===== config.mk =====
export PLATFORM = sky130hd
export DESIGN_NAME = lzx_hc138_grant_seq
export DESIGN_NICKNAME = d
export VERILOG_FILES = /design/src/rtl/lzx_hc138_grant_seq.sv
export SDC_FILE = /design/constraint.sdc
export NUM_CORES = 1
export LEC_CHECK = 0
export ABC_AREA = 1
export CAP_MARGIN = 20
export CORE_AREA = 2 2 52 58
export DETAILED_ROUTE_END_ITERATION = 10
export DIE_AREA = 0 0 54 60
export GPL_ROUTABILITY_DRIVEN = 0
export PLACE_DENSITY = 0.79
export SETUP_SLACK_MARGIN = 0.2
export SLEW_MARGIN = 20
export SYNTH_ARGS = -nofsm -noshare
export SYNTH_HDL_FRONTEND = slang
export SYNTH_SLANG_ARGS = --single-unit

===== constraint.sdc =====
create_clock -name clk -period 2.6 [get_ports clk]
set_input_delay 0.39 -clock clk [delete_from_list [all_inputs] [get_ports clk]]
set_output_delay 0.39 -clock clk [all_outputs]
set_load 0.05 [all_outputs]

===== src/rtl/lzx_hc138_grant_seq.sv =====
// ============================================================================
// Module   : lzx_hc138_grant_seq
// Brief    : Decodes an active-low 8:3 encoder code into a held, acknowledged,
//            timeout-guarded active-low one-hot grant with a post-release gap.
// Revision : 1.0 - initial release
// ============================================================================
`default_nettype none

module lzx_hc138_grant_seq #(
    parameter int CNT_W   = 8,
    parameter int TIMEOUT = 16,
    parameter int HOLD    = 2
) (
    input  logic       clk,
    input  logic       rst_n,
    input  logic [2:0] din_n,
    input  logic       GS_n,
    input  logic       EO_n,
    input  logic       G1,
    input  logic       G2A_n,
    input  logic       G2B_n,
    input  logic       ack,
    input  logic       err_clr,
    output logic [7:0] y_n,
    output logic       busy,
    output logic [2:0] grant_idx,
    output logic       timeout_err,
    output logic       no_req
);

    if (TIMEOUT < 1 || TIMEOUT > (2**CNT_W) - 1) begin : g_bad_timeout
        $error("lzx_hc138_grant_seq: TIMEOUT out of range for CNT_W");
    end
    if (HOLD < 0 || HOLD > (2**CNT_W) - 1) begin : g_bad_hold
        $error("lzx_hc138_grant_seq: HOLD out of range for CNT_W");
    end

    typedef enum logic [1:0] {
        ST_IDLE    = 2'd0,
        ST_GRANT   = 2'd1,
        ST_HOLDOFF = 2'd2
    } state_t;

    localparam logic [CNT_W-1:0] c_timeout_last = CNT_W'(TIMEOUT - 1);
    // Unused when HOLD is 0: the hold-off state is never entered then.
    localparam logic [CNT_W-1:0] c_hold_last    = CNT_W'(HOLD - 1);
    localparam state_t           c_release_st   = (HOLD == 0) ? ST_IDLE : ST_HOLDOFF;

    state_t           r_state, w_state_nxt;
    logic [CNT_W-1:0] r_cnt, w_cnt_nxt;
    logic [7:0]       r_y_n, w_y_n_nxt;
    logic [2:0]       r_grant_idx, w_grant_idx_nxt;
    logic             r_busy;
    logic             r_timeout_err, w_timeout_err_nxt;
    logic             r_no_req, w_no_req_nxt;
    logic             w_set_err;
    logic             w_en;
    logic             w_req;
    logic [2:0]       w_idx;

    assign w_en  = G1 & ~G2A_n & ~G2B_n;
    // GS_n and EO_n both low is an illegal encoder state and never grants.
    assign w_req = w_en & ~GS_n & EO_n;
    assign w_idx = ~din_n;

    always_comb begin
        w_state_nxt     = r_state;
        w_cnt_nxt       = r_cnt;
        w_y_n_nxt       = r_y_n;
        w_grant_idx_nxt = r_grant_idx;
        w_no_req_nxt    = 1'b0;
        w_set_err       = 1'b0;
        case (r_state)
            ST_IDLE: begin
                w_no_req_nxt = w_en & ~EO_n & GS_n;
                if (w_req) begin
                    w_grant_idx_nxt = w_idx;
                    w_y_n_nxt       = ~(8'h01 << w_idx);
                    w_cnt_nxt       = '0;
                    w_state_nxt     = ST_GRANT;
                end
            end
            ST_GRANT: begin
                // Losing enable beats ack and timeout and skips the hold-off gap.
                if (!w_en) begin
                    w_y_n_nxt   = 8'hFF;
                    w_cnt_nxt   = '0;
                    w_state_nxt = ST_IDLE;
                end else if (ack) begin
                    w_y_n_nxt   = 8'hFF;
                    w_cnt_nxt   = '0;
                    w_state_nxt = c_release_st;
                end else if (r_cnt == c_timeout_last) begin
                    w_y_n_nxt   = 8'hFF;
                    w_cnt_nxt   = '0;
                    w_state_nxt = c_release_st;
                    w_set_err   = 1'b1;
                end else begin
                    w_cnt_nxt   = r_cnt + CNT_W'(1);
                end
            end
            ST_HOLDOFF: begin
                if (r_cnt == c_hold_last) begin
                    w_cnt_nxt   = '0;
                    w_state_nxt = ST_IDLE;
                end else begin
                    w_cnt_nxt   = r_cnt + CNT_W'(1);
                end
            end
            default: begin
                w_y_n_nxt   = 8'hFF;
                w_cnt_nxt   = '0;
                w_state_nxt = ST_IDLE;
            end
        endcase

        if (w_set_err)
            w_timeout_err_nxt = 1'b1;
        else if (err_clr)
            w_timeout_err_nxt = 1'b0;
        else
            w_timeout_err_nxt = r_timeout_err;
    end

    always_ff @(posedge clk or negedge rst_n) begin
        if (!rst_n) begin
            r_state       <= ST_IDLE;
            r_cnt         <= '0;
            r_y_n         <= 8'hFF;
            r_grant_idx   <= 3'd0;
            r_busy        <= 1'b0;
            r_timeout_err <= 1'b0;
            r_no_req      <= 1'b0;
        end else begin
            r_state       <= w_state_nxt;
            r_cnt         <= w_cnt_nxt;
            r_y_n         <= w_y_n_nxt;
            r_grant_idx   <= w_grant_idx_nxt;
            r_busy        <= (w_state_nxt != ST_IDLE);
            r_timeout_err <= w_timeout_err_nxt;
            r_no_req      <= w_no_req_nxt;
        end
    end

    assign y_n         = r_y_n;
    assign busy        = r_busy;
    assign grant_idx   = r_grant_idx;
    assign timeout_err = r_timeout_err;
    assign no_req      = r_no_req;

endmodule

`default_nettype wire

==> out/metrics.cfg <==
[run]
maxCapViolCount = 0

[sta]
max_freq_mhz = 486
timing.final.ws_setup_ns = 0.540
period_share_pct = 79.2
worst_slew_pin_slew_ns = 0.676
slew_headroom_pct = 54.8
rsz0062_at_grt = false
setup_violations = 0
hold_viol = 0
report.final.slew_viol_count = 0
fin_worst_skew_ns = 0.00392
fin_crit_ns = 2.06
finalSetupTns_ns = 0

[logic_synthesis]
yosysTopAreaCellShare_pct = 29.6
synth_cell_types = 23
synth_area_leader_cell = dfrtp_1
syn_area_per_cell_um2 = 8.00
netlist_area_mm2 = 0.00135
syn_inst = 169
synth_warnings = 0
ys_seq_area_share_pct = 45.2
syn_nets = 187
netlist_top_cells_area = dfrtp_1 30%, dfstp_2 16%, nand2_1 14%, inv_1 6.9%, nor2_1 5.8%
synth-seq-cells = 24

[global_routing]
grt.total_usage_pct = 18.9
grt_pass1_wl_um = 4460
grt_antenna_before_repair = 0
grt_pass1_vias = 1102
overflow = 0
grt_max_degree = 18

[finish]
fin_nets = 216
design_area_mm2 = 0.00168
areaGrowthSynthToFinish_pct = 24.6
regArea_um2 = 611
finalNonFillerCells = 230
multi_input_area_um2 = 628
fill_cells = 235
drive_gt1_share_pct = 15.2
num_antenna_cells = 0
layout_commonest_cell = nand2_1
final_cell_mix = 51 x nand2_1, 25 x inv_1, 25 x clkdlybuf4s50_1

[setup_path]
path_depth = 1
end_kind = output pin
path_max_fanout = 2
start_kind = register
max_stage_delay_ns = 0.79
crit_family = buffers and inverters
path_cells = clkdlybuf4s50_1
rr_worst_depth = 8
critPathBufInv = 1
arrival_ns = 1.67
cpMaxStageDelayCell = clkdlybuf4s50_1
path_class = register to output pin
required_ns = 2.21

[floorplan]
start_util_pct = 50.0
die-area_mm2 = 0.00324
num_rows = 20
die_w_um = 54
ios = 26
core_area_mm2 = 0.00270
die_h_um = 60

[clock_tree]
clock-sinks = 24
cts_root_buf = clkbuf_4
cts_resized = 0
cts_buffers = 3
cts_buffer_depth = 2
ctsHtreeMaxLevel = 1
postCtsHoldBufs = 0
cts.clk_slew.worst_paths_ns = 0.13
insertion_delay_ns = 0.32
cts_tree = yes
post-cts-setup-buffers = 0

[route]
first_pass_iters = 4
drt_iter0_drc = 19
wl_per_cell_um = 11.8
vias_per_cell = 5.03
dr_total_vias = 1156
antenna_left = 0
wl_um = 2710
drc = 0

[min_path]
hold_class = primary input to async pin

[placed_design]
hpwl_um = 2130
placed_area_mm2 = 0.00163
portBuffers = 25
dp_slack_ns = 0.641
dp_cells = 226

[power]
vdd_drop_max_uv = 657
power.density_mw_per_mm2 = 1040
leakage_nw = 0.825
total_power_w = 0.00175

[outcome]
outcome = finished, final reports clean

==> worst paths after layout <==
kind,from,end,slack [ns]
worst max-delay path,y_n[4],y_n[4],0.54
worst min-delay path,rst_n,r_cnt[2],0.47
worst max register to register,r_cnt[0],r_cnt[5],0.98
worst min register to register,y_n[7],y_n[7],0.49
max in group asynchronous,rst_n,r_cnt[5],1.54
min in group clk,y_n[7],y_n[7],0.49
==> report_power, final <==
| group | total, W | switching, W | internal, W |
|---|---|---|---|
| registers | 0.000567 | 0.0000490 | 0.000518 |
| clock network | 0.000270 | 0.000114 | 0.000156 |
| logic | 0.000913 | 0.000614 | 0.000299 |
| total | 0.00175 | 0.000777 | 0.000973 |
==> worst reg2reg max path, cell delays in order (launching register included) <==
cell and delay, ns:
dfrtp_1 0.46, ha_1 0.21, nand2_2 0.10, nor2_4 0.13, nand3_2 0.11, nand2_2 0.13, nand2_1 0.13, a21oi_4 0.20
nor2_1 0.06
==> sequential cells by signal (all words and copies together), names as in the netlist <==
register,flops
r_cnt,8
timeout_err,1
grant_idx,3
busy,1
r_state,2
y_n,8
no_req,1
==> per-layer routing <==
metal	global-route usage (%)	routed length (µm)	vias to the layer above
li1	-	-	579
met1	20.5	1130	546
met2	35.9	1420	27
met3	2.50	127	4
met4	7.50	33	0
met5	0	0	-
==> cell type report <==
class                   instances  share of cell area, %
multi-input cells             118                   37.3
flip-flops and latches         24                   36.3
repair buffers                 26                   15.3
inverters                      25                   5.57
well taps                      33                   2.45
clock inverters                 1                   1.78
clock buffers                   3                   1.34
==> kinds of logic (layout without fill, tap and decap cells) <==
group / after synthesis / in the layout / synth area share [%]
AND/OR/NAND/NOR: 95 / 95 / 31.1
flip-flops: 24 / 24 / 45.2
AO/OA/AOI/OAI: 17 / 17 / 9.82
adder cells (fa/ha/maj): 6 / 6 / 5.56
buffers and inverters: 27 / 55 / 8.33
==> Yosys cell counts, drive strengths merged <==
library cell and instances:
nand2 54, inv 25, nor2 22, dfrtp 16, nand3 12, o21ai 12
dfstp 8, ha 6, a21oi 3, buf 2, nand4 2, nor3 2
a31oi 1, and2 1, nand3b 1, o22ai 1, or2 1
==> through the flow <==
stage	utilization [%]	hold WS, ns
after floorplan	-	0.0944
after global placement	60.4	0.467
after detailed placement	60.4	0.472
after CTS	62.3	0.471
after global routing	62.3	0.494
final	62.3	0.466
Note: power is estimated with default switching activity, not from simulation.
